--- src/rtl/cla_serial_adder.sv ---
// cla_serial_adder: multi-cycle WIDTH-bit adder that processes one BLOCK-bit
// carry-lookahead slice per clock, least significant slice first. The carry
// between slices lives in a register. start/busy/done handshake.
// Optional build macro: CLA_SERIAL_OVERFLOW_EN adds the registered signed
// overflow output.
module cla_serial_adder #(
    parameter int WIDTH = 16,
    parameter int BLOCK = 4
) (
    input  logic             clk,
    input  logic             rst,
    input  logic             start,
    input  logic [WIDTH-1:0] a,
    input  logic [WIDTH-1:0] b,
    input  logic             cin,
    output logic             busy,
    output logic             done,
    output logic [WIDTH-1:0] s,
`ifdef CLA_SERIAL_OVERFLOW_EN
    output logic             carryout,
    output logic             overflow
`else
    output logic             carryout
`endif
);

    localparam int N  = WIDTH / BLOCK;
    localparam int KW = (N > 1) ? $clog2(N) : 1;

    generate
        if ((BLOCK < 1) || (BLOCK > WIDTH) || ((WIDTH % BLOCK) != 0)) begin : g_param_check
            $error("cla_serial_adder: WIDTH must be a non-zero multiple of BLOCK");
        end
    endgenerate

    // Lookahead carries for one slice, each built as a flat sum of products:
    // c[j+1] = g[j] | p[j]g[j-1] | ... | p[j]..p[1]g[0] | p[j]..p[0]c0
    function automatic logic [BLOCK:0] cla_carries(
        input logic [BLOCK-1:0] g,
        input logic [BLOCK-1:0] p,
        input logic             c0
    );
        logic [BLOCK:0] c;
        logic           term;
        c    = '0;
        c[0] = c0;
        for (int j = 0; j < BLOCK; j++) begin
            term = c0;
            for (int i = 0; i <= j; i++) begin
                term = term & p[i];
            end
            c[j+1] = term;
            for (int i = 0; i <= j; i++) begin
                term = g[i];
                for (int m = i + 1; m <= j; m++) begin
                    term = term & p[m];
                end
                c[j+1] = c[j+1] | term;
            end
        end
        return c;
    endfunction

    typedef enum logic {
        S_IDLE = 1'b0,
        S_RUN  = 1'b1
    } state_t;

    state_t           r_state;
    state_t           w_state_next;
    logic [WIDTH-1:0] r_a;
    logic [WIDTH-1:0] r_b;
    logic             r_carry;
    logic [KW-1:0]    r_k;
    logic [WIDTH-1:0] r_work;
    logic [WIDTH-1:0] r_s;
    logic             r_cout;
    logic             r_done;
`ifdef CLA_SERIAL_OVERFLOW_EN
    logic             r_ovf;
`endif

    logic             w_accept;
    logic             w_last;
    logic [BLOCK-1:0] w_a_sl;
    logic [BLOCK-1:0] w_b_sl;
    logic [BLOCK-1:0] w_g;
    logic [BLOCK-1:0] w_p;
    logic [BLOCK:0]   w_c;
    logic [BLOCK-1:0] w_sum;
    logic [WIDTH-1:0] w_work_next;

    assign w_accept = (r_state == S_IDLE) && start;
    assign w_last   = (r_state == S_RUN) && (r_k == KW'(N - 1));

    // State register; reset wins over everything
    always_ff @(posedge clk) begin
        if (rst) begin
            r_state <= S_IDLE;
        end else begin
            r_state <= w_state_next;
        end
    end

    // Next-state logic: IDLE waits for start, RUN lasts N slices
    always_comb begin
        w_state_next = r_state;
        case (r_state)
            S_IDLE:  if (start)  w_state_next = S_RUN;
            S_RUN:   if (w_last) w_state_next = S_IDLE;
            default: w_state_next = S_IDLE;
        endcase
    end

    // Current slice selection, lookahead carries, slice sum and merged working sum
    always_comb begin
        w_a_sl      = '0;
        w_b_sl      = '0;
        w_work_next = r_work;
        for (int i = 0; i < N; i++) begin
            if (r_k == KW'(i)) begin
                w_a_sl = r_a[i*BLOCK +: BLOCK];
                w_b_sl = r_b[i*BLOCK +: BLOCK];
            end
        end
        w_g   = w_a_sl & w_b_sl;
        w_p   = w_a_sl ^ w_b_sl;
        w_c   = cla_carries(w_g, w_p, r_carry);
        w_sum = w_p ^ w_c[BLOCK-1:0];
        for (int i = 0; i < N; i++) begin
            if (r_k == KW'(i)) begin
                w_work_next[i*BLOCK +: BLOCK] = w_sum;
            end
        end
    end

    // Operand capture, per-slice accumulation and result publication on the last slice
    always_ff @(posedge clk) begin
        if (rst) begin
            r_a     <= '0;
            r_b     <= '0;
            r_carry <= 1'b0;
            r_k     <= '0;
            r_work  <= '0;
            r_s     <= '0;
            r_cout  <= 1'b0;
            r_done  <= 1'b0;
`ifdef CLA_SERIAL_OVERFLOW_EN
            r_ovf   <= 1'b0;
`endif
        end else begin
            r_done <= 1'b0;
            if (w_accept) begin
                r_a     <= a;
                r_b     <= b;
                r_carry <= cin;
                r_k     <= '0;
            end else if (r_state == S_RUN) begin
                r_work  <= w_work_next;
                r_carry <= w_c[BLOCK];
                r_k     <= r_k + 1'b1;
                if (w_last) begin
                    r_k    <= '0;
                    r_s    <= w_work_next;
                    r_cout <= w_c[BLOCK];
                    r_done <= 1'b1;
`ifdef CLA_SERIAL_OVERFLOW_EN
                    // carry into the MSB differs from carry out of it
                    r_ovf  <= w_c[BLOCK] ^ w_c[BLOCK-1];
`endif
                end
            end
        end
    end

    assign busy     = (r_state == S_RUN);
    assign done     = r_done;
    assign s        = r_s;
    assign carryout = r_cout;
`ifdef CLA_SERIAL_OVERFLOW_EN
    assign overflow = r_ovf;
`endif

endmodule

--- config.mk ---
export PLATFORM = sky130hd
export DESIGN_NAME = cla_serial_adder
export DESIGN_NICKNAME = d
export VERILOG_FILES = /design/src/rtl/cla_serial_adder.sv
export SDC_FILE = /design/constraint.sdc
export NUM_CORES = 1
export LEC_CHECK = 0
export CAP_MARGIN = 0
export CORE_ASPECT_RATIO = 0.6
export CORE_MARGIN = 2
export CORE_UTILIZATION = 45
export DETAILED_ROUTE_END_ITERATION = 10
export HOLD_SLACK_MARGIN = 0.1
export MAX_ROUTING_LAYER = met4
export PLACE_DENSITY = 0.75
export SYNTH_ARGS = -nofsm -noshare
export SYNTH_HDL_FRONTEND = slang
export SYNTH_SLANG_ARGS = --single-unit
--- constraint.sdc ---
create_clock -name clk -period 2.7 [get_ports clk]
set_input_delay 0.405 -clock clk [delete_from_list [all_inputs] [get_ports clk]]
set_output_delay 0.405 -clock clk [all_outputs]
set_load 0.02 [all_outputs]
## Word-level counts from Yosys, hierarchy flattened

Index checks and enable logic that the tools add are counted.

- Flip-flop bits (word level): 70
- Input port bits: 36
- Output and inout bits: 19
- Logic and storage cells: 65

- $add $sub $neg: 1
- Equality and inequality tests: 3
- Muxes and demuxes: 19
- Bitwise logic cells: 25
- Reductions and logical operators: 8

Operators with widths:

| kind | number |
|---|---|
| $mux 4 | 12 |
| $and 1x1->1 | 10 |
| $or 1x1->1 | 10 |
| $xor 4x4->4 | 2 |
| $mux 1 | 5 |
| $and 4x4->4 | 1 |
| $eq 2x2->1 const B | 2 |
| $reduce_and 3->1 | 1 |
| $reduce_or 3->1 | 1 |
| $add 2x1->2 const B | 1 |
| $eq 2x1->1 const B | 1 |
| $logic_and 1x1->1 | 2 |
| $logic_not 2->1 | 1 |
| $mux 2 | 1 |
| $not 1->1 | 2 |
| $pmux 1 s2 | 1 |
| $reduce_and 2->1 | 1 |
| $reduce_bool 2->1 | 1 |
| $reduce_or 2->1 | 1 |

## Logic depth before layout (Yosys ltp)

Gate-level depths: netlist (run 1).

- Depth in word-level cells: 16
- Depth in mapped cells: 11
- Gate-level depth less buffers: 10

## Worst setup path before layout (run 1)

OpenSTA, ideal clock, no wires.

- Path kind: register to register
- Start: register r_k[0]
- End: register r_s[11], in the netlist s[11]
- Setup time: 62 ps
- Arrival time: 2731 ps
- Required time: 2638 ps
- Path slack: -93 ps
- Stages on the path, launching flop included: 11
- Path buffers: 3
- Clock period less this slack: 2793 ps
- Path through: dfxtp_1 ha_1 clkbuf_1 clkbuf_1 a22o_1 ha_1 ha_1 o211a_1 buf_4 or4_1 nand3_1

- Word-level cells in the longest chain between the ends: 14
- Elaborated cells on any way between the ends: 27
- Classes of those cells: eq/ne (3); mux (9); bitwise (12); reduce/logical (3)

RTL lines:

| what | line | text |
|---|---|---|
| start: declaration | 74 | `logic [KW-1:0] r_k;` |
| start signal: assignment | 161 | `r_k <= r_k + 1'b1;` |
| $logic_not 2->1 | 121 | `if (r_k == KW'(i)) begin` |
| $mux 4 (4 in series) | 121 |  |
| $xor 4x4->4 | 127 | `w_p = w_a_sl ^ w_b_sl;` |
| $and 1x1->1 (3 in series) | 50 | `term = term & p[i];` |
| $or 1x1->1 (3 in series) | 58 | `c[j+1] = c[j+1] \| term;` |
| $xor 4x4->4 | 129 | `w_sum = w_p ^ w_c[BLOCK-1:0];` |
| $mux 4 | 131 | `if (r_k == KW'(i)) begin` |
| end signal: assignment | 164 | `r_s <= w_work_next;` |
| end: declaration | 76 | `logic [WIDTH-1:0] r_s;` |

Several ways; a longest one is shown, not always the timed one.
A chain may end at the register's enable or synchronous reset.

## Worst setup path after layout (run 1)

- Start: register r_k[0]
- End: register r_carry

- Word-level cells in the longest chain between the ends: 16
- Elaborated cells on any way between the ends: 30
- Classes of those cells: eq/ne (3); mux (10); bitwise (16); reduce/logical (1)

RTL lines:

| what | line | text |
|---|---|---|
| $logic_not 2->1 | 121 |  |
| $mux 4 (4 in series) | 121 |  |
| $xor 4x4->4 | 127 |  |
| $and 1x1->1 (4 in series) | 50 |  |
| $or 1x1->1 (3 in series) | 58 |  |
| $or 1x1->1 (*) | 58 |  |
| $mux 1 (*) | 158 | `end else if (r_state == S_RUN) begin` |
| $mux 1 (*) | 153 | `if (w_accept) begin` |
| end signal: assignment | 156 | `r_carry <= cin;` |
| end signal: assignment | 160 | `r_carry <= w_c[BLOCK];` |
| end: declaration | 73 | `logic r_carry;` |

Mark *: on every way between the ends. The rest lies on a longest branch, timed or not. The select of a mux whose other input is x is not followed.

==> metrics, run 1 <==
Max Clock Freq=387 MHz; minimum clock period=2.58 ns; ys flop type=dfxtp_1; final worst setup slack=0.116 ns; Max Slew Vio Count=0; outcome=finished, final reports clean; final hold vios=0; PortBufs=54; most common cell after layout, fill and taps aside=nand2_1; grt ovf=0; Final Skew=0.0114 ns; Final nets=478; Final Power=2.21 mW; VDD IR max=302 uV; fin crit share=0.957; Clock Tree Root=clkbuf_8; core area=6560 um^2; layout cells sized above 1=0.0961; most used cell, CP=o21ai_0; Ports=55; cell total after placement=508; Die ar.=7380 um^2; final WL=7670 um; H-tree depth=3; worst-path cell chain=inv_1 -> ha_2 -> buf_4 -> a21oi_1 -> o21ai_0 -> a22o_1 -> ha_1 -> a21o_1 -> o21ai_0 -> a311oi_1; TNS Setup=0 ns; sequential cell area fraction in the yosys report=0.439; DR pass1 iterations=4; Pwr per Cell Area=568 nW/um^2; vias=2,829; synthesized area per cell=7.94 um^2; worst path required time=2.96 ns; CP max-delay cell=ha_1; Crit Path Category=flop to flop; Slew headroom=0.704; EDFF count, synth=0; Layout fillers=601; CTS max path bufs=2; first-pass GRT wire length=12,500 um; Finished Layout Cells=524; TritonCTS Buffers=9; ANT cells=0; Post-route DRC=0; final setup fails=0; Synth Net Count=425; clock latency on the worst-skew pair=0.36 ns; Largest stage delay, worst path=0.38 ns; routability cong.=0.907; crit-path max FO=11; largest net degree at the start of global routing=33; MaxCap Viol Count=0; die width=110 um; Worst Setup SP=r_k[0]; worst hold start=s[1]; vias in the first global route=2,540; hpwl dp=5460 um; CTS tree=done; Final Util=0.593; CP Data Arrival Time=2.84 ns; Initial Utilization=0.459; Gate Count Post-Synth=379; synth unique cells=37; dpl ws=-0.0481 ns; Post-Syn Area=3010 um^2; P&R area growth vs syn=29.2%; height of the die=67.4 um; clock slew at reported path FFs=0.07 ns; row count=23; Crit Reg-Reg Startpoint=r_k[0]; synth warn=0; initial detailed-routing violation count=196; actual slew at the worst max-slew pin=0.443 ns; Synth async-reset ratio=0; Worst Hold Class=flop to flop; Wirelength per Cell=14.6 um; flops & latches, synth=66; most frequent cells in the layout=nand2_1 (96), dfxtp_1 (64), a21oi_1 (56); initial antenna violation count=0; Via density=5.40; post-detailed-route count of antenna-violating nets=0; CP Capture Type=flop; CP Launch Type=flop; leakage=1.46 nW; CTS Sinks=66; Global Route Usage Sum=0.231
-- Yosys cell counts (6+ instances only) --
master    count  area share
a21oi_1      56       0.093
a22o_1        9       0.026
a32oi_1       6       0.017
clkbuf_1     21       0.026
dfxtp_1      66        0.44
ha_1          9       0.037
inv_1        17       0.021
nand2_1      96        0.12
nand3_1       6       0.010
nand3b_1      6       0.015
nor2_1        8       0.010
o21ai_0      22       0.037
o31ai_1       7       0.017
-- layer usage --
metal,track usage,part of all wire,up-vias
met5,-,0,-
met4,0.0823,0.013,0
met3,0.0695,0.072,13
met2,0.314,0.41,72
met1,0.322,0.51,1327
li1,-,-,1417
-- area by class of cell --
class / instances / area, um^2 / share of cell area
clock buffer: 10 / 138 / 0.0354
sequential: 66 / 1320 / 0.340
timing repair buffer: 71 / 668 / 0.172
tap: 87 / 109 / 0.0280
clock inverter: 6 / 66.3 / 0.0171
multi-input combinational: 267 / 1520 / 0.391
inverter: 17 / 63.8 / 0.0164
-- power breakdown --
group,internal (mW),switching [mW]
Combinational,0.148,0.179
Sequential,1.01,0.0267
Clock,0.450,0.394
-- worst paths after layout --
check / end / slack, ns / depth (start not counted)
min reg2reg: s[1] / 0.45 / 2
max: r_carry / 0.12 / 10
max reg2reg: r_carry / 0.12 / 10
min: s[1] / 0.45 / 2
-- per-stage QoR --
| stage | cell area, um^2 | hold slack, ns |
|---|---|---|
| 2_1_floorplan | 3010 | 0.436 |
| 3_3_place_gp | 3660 | 0.441 |
| 3_5_place_dp | 3660 | 0.446 |
| 4_1_cts | 3880 | 0.458 |
| 5_1_grt | 3890 | 0.476 |
| 6_report | 3890 | 0.454 |
-- registers in the layout, summed over array words and instances (netlist names) --
name and flops:
s 16, r_carry 1, r_b 16, carryout 1, r_a 16, done 1
busy 1, r_k 2, r_work 12
-- timing repair --
item                                    4_1_cts  5_1_grt
gates resized for setup                       3        6
endpoints found under the setup margin       10       16
setup buffers                                 0        0
hold buffers                                  0        0
-- worst max-delay path: cells and delay by family (launching register included) --
kind / cells / cell delay [ns]
buffers and inverters: 2 / 0.25
adders and majority gates: 2 / 0.61
AOI/OAI and AO/OA: 6 / 1.23
DFF: 1 / 0.37
-- cells by family after synthesis --
family,share of synthesized area
AOI/OAI and AO/OA,0.241
xor gates and xnor gates,0.00291
adders and majority gates,0.0441
buffers and inverters,0.0648
DFF,0.439
muxes,0.00998
and+or+nand+nor,0.198
No activity file was read; power rests on OpenSTA's default activity.
==> run 2, diff against run 1 <==
DONT_BUFFER_PORTS = 1   (was not set)
PLACE_DENSITY = 0.64   (was 0.75)
==> run 2 against run 1 <==
Against the previous run: total power decreased by 3.1%; design area decreased by 14%; die area unchanged; sequential share of layout area increased by 5.6 points; core utilization decreased by 8.4 points; clock skew decreased by 0.00057 ns; worst hold slack got worse by 0.32 ns; first-iteration DRC count decreased by 24%; global-route usage decreased by 1.4 points; count of clock-buffer cells in the layout increased by 2; sequential power about the same; cell count decreased by 11%; largest cell class unchanged; highest routed layer unchanged.
==> metrics, run 2 (same netlist as run 1, synthesis figures left out) <==
row count=23; routability cong.=0.850; vias in the first global route=2,296; grt ovf=0; Crit Path Category=flop to flop; Initial Utilization=0.459; Finished Layout Cells=468; R2R Setup Slk=0.14 ns; core area=6560 um^2; CP Data Arrival Time=2.84 ns; crit-path max FO=11; worst path required time=2.98 ns; outcome=finished, final reports clean; Via density=5.51; Final Power=2.14 mW; minimum clock period=2.56 ns; Max Slew Vio Count=0; actual slew at the worst max-slew pin=0.413 ns; initial detailed-routing violation count=149; Slew headroom=0.724; Die ar.=7380 um^2; final setup fails=0; height of the die=67.4 um; Max Clock Freq=390 MHz; final hold vios=0; final worst setup slack=0.139 ns; clock latency on the worst-skew pair=0.34 ns; most common cell after layout, fill and taps aside=nand2_1; die width=110 um; finished layout cell area=3340 um^2; hold_ws=0.131 ns; CP Launch Type=flop; TNS Setup=0 ns; CP Capture Type=flop; DR pass1 iterations=4; dpl ws=-0.00701 ns; largest net degree at the start of global routing=55; P&R area growth vs syn=10.8%; placed cell areas=3100 um^2; post-detailed-route count of antenna-violating nets=0; first-pass GRT wire length=11,600 um; initial antenna violation count=0; Wirelength per Cell=15.7 um; Ports=55; layout cells sized above 1=0.0997; MaxCap Viol Count=0; cell total after placement=451; most frequent cells in the layout=nand2_1 (96), dfxtp_1 (64), a21oi_1 (56); ANT cells=0; Final Util=0.509; H-tree depth=3; TritonCTS Buffers=9; Post-route DRC=0; VDD IR max=246 uV; CTS Sinks=66; CTS max path bufs=2; CTS tree=done; Clock Tree Root=clkbuf_8; Pwr per Cell Area=641 nW/um^2; leakage=1.25 nW; vias=2,579; final WL=7360 um; hpwl dp=5060 um; fin crit share=0.948; Worst Hold Class=input port to flop; Final Skew=0.0109 ns; PortBufs=0; Final nets=422; clock slew at reported path FFs=0.07 ns; Global Route Usage Sum=0.217
[run 2: cell types whose count changed in the layout (fill, tap and decap cells not counted), sizes merged]
cell,delta
clkbuf,+2
dlygate4sd3,+1
clkdlybuf4s50,-54
buf,-3
clkinvlp,-1
clkinv,-1
[run 2: area by class of cell]
cell class / instances / area (um^2)
multi-input combinational: 267 / 1520
sequential: 66 / 1320
inverter: 17 / 63.8
fill: 662 / 3220
timing repair buffer: 15 / 115
tap: 87 / 109
clock buffer: 12 / 155
clock inverter: 4 / 50.0
[run 2: worst max-delay path, cell delays in order, from the launching register on]
cell,delay [ns]
dfxtp_2,0.37
inv_1,0.08
ha_2,0.22
buf_4,0.18
a21oi_1,0.11
o21ai_0,0.11
a22o_1,0.21
ha_1,0.35
a21o_1,0.27
or4_1,0.50
nand3_1,0.09
[run 2: worst paths after layout]
check	start	to	cells after the start
worst max register to register	r_k[0]	s[3]	10
worst min-delay path	rst	r_b[0]	1
worst min register to register	r_a[3]	r_a[3]	2
worst max-delay path	r_k[0]	s[3]	10
[run 2: per-layer routing]
layer | vias to the layer above | global-route usage | share of wire
met2 | 74 | 0.279 | 0.41
met1 | 1197 | 0.314 | 0.51
met4 | 0 | 0.0744 | 0.0045
li1 | 1306 | - | -
met5 | - | - | 0
met3 | 2 | 0.0695 | 0.082
[run 2: report_power, final]
group          total [mW]  internal, mW  leakage (nW)  switching, mW
sequential           1.03          1.01         0.539         0.0232
combinational       0.257        0.0991         0.617          0.158
clock               0.848         0.476        0.0986          0.373
total                2.14          1.59          1.25          0.554
[run 2: timing repair]
action | in CTS | in global routing
setup endpoints to repair | 1 | 16
hold endpoints to repair | 0 | 1
buffers inserted | 0 | 0
resized for setup | 2 | 7
hold buffers | 0 | 1
==> RTL edit 1, RTL diff (settings of run 1) <==
`BLOCK`: 4 -> 2.
--- a/src/rtl/cla_serial_adder.sv
+++ b/src/rtl/cla_serial_adder.sv
@@ -5,7 +5,7 @@
 // overflow output.
 module cla_serial_adder #(
     parameter int WIDTH = 16,
-    parameter int BLOCK = 4
+    parameter int BLOCK = 2
 ) (
     input  logic             clk,
     input  logic             rst,
Formal check against the unedited RTL: not equivalent (a bounded check fails within 10 cycles, from zero or initial values and one cycle with rst high).
==> RTL edit 1 against run 1 <==
  * Cell area is 9.1% higher
  * Total power is 16% higher
  * Synthesized area is 4.8% higher
  * Die area is 4.6% higher
  * Combinational power is 5% higher
  * Utilization is 3.7 points higher
  * Worst setup slack better by 0.0050 ns
  * Sequential cell count is 3 higher
  * Wire length is 6.8% higher
  * Via count is 6.3% higher
==> RTL edit 1: results (changes against run 1) <==
Synthesis
  • Sequential fraction of the synthesis area: 43.8% (-0.12 points)
  • Most frequent cells after synthesis: nand2_1 (109), dfxtp_1 (69), a21oi_1 (63)
  • Synth Area in XOR/XNOR: 0.793% (+0.50 points)
  • Adder-cell area share of the yosys netlist: 4.20% (-0.20 points)
  • Syn_nets: 456 (+7.3%)
  • Complex-gate fraction of the synthesized area: 20.9% (-3.2 points)
  • Top post-synthesis cells by area: dfxtp_1 (44%), nand2_1 (13%), a21oi_1 (10%)
  • Synth unique cells: 39 (+5.4%)
  • Multiplexer area fraction after synthesis: 1.59% (+0.59 points)
  • Syn Area/Cell: 7.70 sq um (-3.1%)

Placement
  • Gpl congestion: 0.873 (-3.7%)
  • Setup WS pre-CTS: -0.0989 ns (-0.0509 ns)
  • Final HPWL DP: 5.64 mm (+3.4%)
  • Post-Place Cell Area: 3820 sq um (+4.5%)
  • Placed insts: 537 (+5.7%)

Final layout
  • Storage cell area: 1390 sq um (+4.9%)
  • Layout cells sized above 1: 12.6% (+2.9 points)
  • # fillers: 583 (-3.0%)
  • Fin nets: 511 (+6.9%)

Worst setup path
  • FF-to-FF End: s[12]$_SDFFE_PP0P_
  • Crit-path max cell delay: 0.56 ns (+0.18 ns)
  • Max FO, Critical Path: 15 (+4)
  • Data arrival, critical path: 2.78 ns (-0.06 ns)
  • Slowest cell on crit path: fa_2
  • R2r worst-path depth: 11 (+1)
  • Reg2Reg Setup Slack: 0.12 ns

Global route
  • First-pass GRT wire length: 13.3 mm (+6.7%)
  • Via count of the first global-routing pass: 2822 (+11%)
  • Largest net degree at the start of global routing: 35 (+6.1%)
  • Total GRT Usage: 22.8% (-0.29 points)

Routing
  • Vias/cell: 5.40 (about the same)
  • Routed WL per cell: 14.7 um (+0.45%)
  • Drt pass-1 iters: 5 (+1)
  • Detailed Route Iter0 Violations: 251 (+28%)
  • Total routed wirelength: 8.19 mm (+6.8%)

CTS
  • Clock Latency Late Sink: 0.34 ns (-0.02 ns)
  • Clk slew on worst S/H paths: 0.05 ns (-0.02 ns)
  • Number of CTS-inserted buffers: 9 (unchanged)
  • Clk root buf: clkbuf_16

Min path
  • WHS Endpoint: s[13]$_SDFFE_PP0P_
  • Min-delay src: s[13]$_SDFFE_PP0P_

Pwr
  • Cell Int Power: 1.95 mW (+21%)
  • Leak: 1.55 nW (+5.8%)
  • Max IR drop VDD: 0.473 mV (+57%)

Timing
  • Clk_skew: 0.00535 ns (-0.00609 ns)
  • Slew margin rel.: 55.5% (-15 points)
  • Hold Slack: 0.448 ns (-0.00576 ns)

Run status
  • Status: completed
-- RTL edit 1: cell types whose count changed after synthesis, sizes merged, moves of 6 or more --
cell / delta
a21oi: +7
a22o: -9
a311oi: +6
buf: +7
nand2: +13
nor2: +14
o31ai: -6
-- RTL edit 1: cells by family after synthesis --
family | Yosys count
simple gates | 164
compound gates | 114
flops | 69
buf+inv | 46
fa+ha+maj | 10
mux | 5
xor+xnor | 2
-- RTL edit 1: how the worst max path moves through the flow --
stage / startpoint / to / slack (ns) / cells after the start
5_1_grt: r_k[0]$_SDFFE_PP0P_ / s[13]$_SDFFE_PP0P_ / -0.006 / 13
2_1_floorplan: r_k[2]$_SDFFE_PP0P_ / s[6]$_SDFFE_PP0P_ / 0.05 / 15
3_3_place_gp: r_k[1]$_SDFFE_PP0P_ / s[11]$_SDFFE_PP0P_ / 0.04 / 13
3_5_place_dp: r_k[0]$_SDFFE_PP0P_ / s[5]$_SDFFE_PP0P_ / -0.1 / 13
4_1_cts: r_k[0]$_SDFFE_PP0P_ / s[11]$_SDFFE_PP0P_ / 0.01 / 13
6_report: r_k[0]$_SDFFE_PP0P_ / s[12]$_SDFFE_PP0P_ / 0.12 / 11
-- RTL edit 1: worst register-to-register path, delay by kind of cell, from the launching register on --
kind	cells	cell delay, ns
adder cells (fa/ha/maj)	2	0.77
flip-flops	1	0.36
AND/OR/NAND/NOR	2	0.15
AO/OA/AOI/OAI	5	0.87
buffers and inverters	2	0.27
-- RTL edit 1: layer usage --
layer	track usage (%)	wire, um
met2	34.0	3620
met1	29.3	3920
met5	-	0
met3	9.44	588
met4	5.18	59
-- RTL edit 1: final cells by class --
cell class,instances,share of cell area (%)
clock inverter,5,1.18
multi-input combinational,295,38.9
tap,87,2.57
inverter,12,1.06
sequential,69,32.7
clock buffer,11,5.72
timing repair buffer,78,17.8
-- RTL edit 1: what timing repair did --
action	CTS	global route
setup buffers	0	4
gates resized for setup	5	25
endpoints found under the setup margin	20	27
hold endpoints to repair	0	0
pin swaps	0	8
hold buffers	0	0
-- RTL edit 1: power by group through the flow --
| stage | combinational [mW] | clock, mW | sequential (mW) |
|---|---|---|---|
| finish | 0.343 | 1.15 | 1.08 |
| global route | 0.378 | 1.22 | 1.08 |
| CTS | 0.322 | 1.17 | 1.08 |
| detailed placement | 0.319 | 0 | 1.10 |
| global placement | 0.310 | 0 | 1.10 |
| floorplan | 0.184 | 0 | 1.09 |
==> RTL edit 2, RTL diff (flow settings as in run 1) <==
Without the edit above. Make the reset (`rst`) asynchronous in 2 clocked blocks.
--- a/src/rtl/cla_serial_adder.sv
+++ b/src/rtl/cla_serial_adder.sv
@@ -94,7 +94,7 @@
     assign w_last   = (r_state == S_RUN) && (r_k == KW'(N - 1));
 
     // State register; reset wins over everything
-    always_ff @(posedge clk) begin
+    always_ff @(posedge clk or posedge rst) begin
         if (rst) begin
             r_state <= S_IDLE;
         end else begin
@@ -135,7 +135,7 @@
     end
 
     // Operand capture, per-slice accumulation and result publication on the last slice
-    always_ff @(posedge clk) begin
+    always_ff @(posedge clk or posedge rst) begin
         if (rst) begin
             r_a     <= '0;
             r_b     <= '0;
Check against the original RTL: differs if rst is asserted again (counterexample within 4 cycles, from zero or initial values and one cycle with rst high); with rst held inactive, the same outputs for 10 cycles.
==> RTL edit 2 against run 1 <==
  * Wire length shrank 7.5%
  * Fmax grew 1.1%
  * Synthesized area grew 3.9%
  * Sequential share of layout area rose by 5.6 points
  * Critical path type unchanged
  * Worst hold slack got worse by 0.031 ns
  * Cell area rose by 7.1%
  * Worst setup slack gained 0.029 ns
  * Sequential cell count stayed put
Power is not compared: it rests on default switching activity, and its combinational part moved more than twofold at a synthesized area within 25%.
==> RTL edit 2: results (changes against run 1) <==
Run status
  • Status: completed

Placement
  • Final HPWL DP: 5.20 mm (-4.7%)
  • Placed insts: 436 (-14%)
  • PortBufs: 54 (unchanged)
  • Gpl congestion: 0.854 (-5.8%)

Final layout
  • Antenna diode count: 0 (unchanged)
  • Fin nets: 408 (-15%)
  • Layout cells sized above 1: 18.0% (+8.4 points)
  • # fillers: 548 (-8.8%)

Worst setup path
  • FF-to-FF End: s[3]$_DFFE_PP0P_
  • R2r worst-path depth: 10 (unchanged)
  • Data arrival, critical path: 2.82 ns (-0.02 ns)
  • Reg2Reg Setup Slack: 0.15 ns (+0.03 ns)
  • Max FO, Critical Path: 16 (+5)
  • Reg2reg start: r_k[0]$_DFFE_PP0P_

Pwr
  • Leak: 1.85 nW
  • Net Sw Frac: 40.9%
  • Max IR drop VDD: 0.815 mV

CTS
  • Clock Latency Late Sink: 0.33 ns (-0.03 ns)
  • Htree depth: 3 (unchanged)
  • Clk root buf: clkbuf_16
  • Clk buf depth: 2 (unchanged)
  • Number of CTS-inserted buffers: 9 (unchanged)
  • Clk slew on worst S/H paths: 0.05 ns (-0.02 ns)

Routing
  • Vias/cell: 5.33 (-1.3%)
  • Via count: 2414 (-15%)
  • Detailed Route Iter0 Violations: 178 (-9.2%)
  • Drt pass-1 iters: 4 (unchanged)
  • Total routed wirelength: 7.10 mm (-7.5%)

Global route
  • Total GRT Usage: 20.8% (-2.3 points)
  • Via count of the first global-routing pass: 2313 (-8.9%)
  • First-pass GRT wire length: 11.7 mm (-6.2%)
  • Initial antenna violation count: 0 (unchanged)
  • Largest net degree at the start of global routing: 42 (+27%)

Synthesis
  • Sequential fraction of the synthesis area: 52.8% (+8.9 points)
  • Async SR Flop Fraction: 100% (+100 points)
  • Yosys Warn Count: 0 (unchanged)
  • Syn Area/Cell: 10.5 sq um (+33%)
  • Syn_nets: 343 (-19%)
  • Most frequent cells after synthesis: dfrtp_1 (66), nand2_1 (48), o21ai_0 (38)
  • Synth unique cells: 37 (unchanged)
  • Prevailing post-synth register cell: dfrtp_1
  • Top post-synthesis cells by area: dfrtp_1 (53%), mux2_2 (8.3%), o21ai_0 (6.1%)

Min path
  • Hold Crit Class: in -> async

Timing
  • Hold Fails Final Rpt: 0 (unchanged)
  • Hold Slack: 0.423 ns (-0.0308 ns)
  • Slew margin rel.: 64.5% (-5.9 points)
  • Clk_skew: 0.00647 ns (-0.00496 ns)
RTL edit 2: changes by cell type after synthesis, moves of 16 or more:
| cell | delta |
|---|---|
| dfrtp_1 | +66 |
| dfxtp_1 | -66 |
| nand2_1 | -48 |
| a21oi_1 | -34 |
| mux2_2 | +23 |
| clkbuf_1 | -17 |
| o21ai_0 | +16 |
RTL edit 2: cell type report:
class,count,area [sq um],share of cell area [%]
timing repair buffer,71,697,16.7
multi-input combinational,198,1380,33.0
clock buffer,12,256,6.16
tap,87,109,2.61
clock inverter,3,15.0,0.361
inverter,16,60.1,1.44
sequential,66,1650,39.7
RTL edit 2: metal layers:
layer	wire length [um]	vias to the layer above	global-route usage (%)
met2	2920	63	28.8
met3	462	8	6.47
met5	0	-	-
met4	66	0	5.09
met1	3660	1167	29.8
li1	-	1176	-
RTL edit 2: worst max-delay path, stage by stage (launching register included):
cell and delay, ns:
dfrtp_1 0.40, inv_1 0.08, ha_2 0.22, buf_4 0.20
a21oi_1 0.14, o21ai_0 0.10, a22o_1 0.19, ha_1 0.34
a21o_4 0.25, or4_1 0.47, nand3_1 0.10
RTL edit 2: per-stage QoR:
stage,cell area [sq um],setup slack [ns]
floorplan,3130,0.0487
global placement,3840,0.161
CTS,4110,0.0548
global route,4160,0.0203
detailed placement,3840,0.0536
finish,4160,0.145
RTL edit 2: power groups by stage:
stage,sequential (mW),clock [mW],combinational (mW)
4_1_cts,1.80,1.07,3.19
6_report,1.80,1.06,3.37
3_3_place_gp,1.79,0,3.09
2_1_floorplan,1.85,0,2.02
5_1_grt,1.85,1.11,3.70
3_5_place_dp,1.81,0,3.17
RTL edit 2: what timing repair did:
item	4_1_cts	5_1_grt
setup endpoints to repair	0	20
resized for setup	0	12
setup buffers	0	2
RTL edit 2: cell families (layout without fill, tap and decap cells):
family / count (synthesis) / count (layout) / share of synthesized area [%]
xor+xnor: 2 / 2 / 0.560
flops: 66 / 66 / 52.8
simple gates: 70 / 70 / 10.6
buf+inv: 33 / 102 / 4.44
compound gates: 86 / 86 / 16.8
mux: 30 / 30 / 10.6
fa+ha+maj: 10 / 10 / 4.24
RTL edit 2: worst max-delay path by stage:
stage	to	from
floorplan	s[11]$_DFFE_PP0P_	r_k[0]$_DFFE_PP0P_
global placement	s[3]$_DFFE_PP0P_	r_k[0]$_DFFE_PP0P_
detailed placement	r_work[11]$_DFFE_PP0P_	r_k[0]$_DFFE_PP0P_
CTS	r_work[7]$_DFFE_PP0P_	r_k[0]$_DFFE_PP0P_
global route	s[3]$_DFFE_PP0P_	r_k[1]$_DFFE_PP0P_
finish	s[3]$_DFFE_PP0P_	r_k[0]$_DFFE_PP0P_
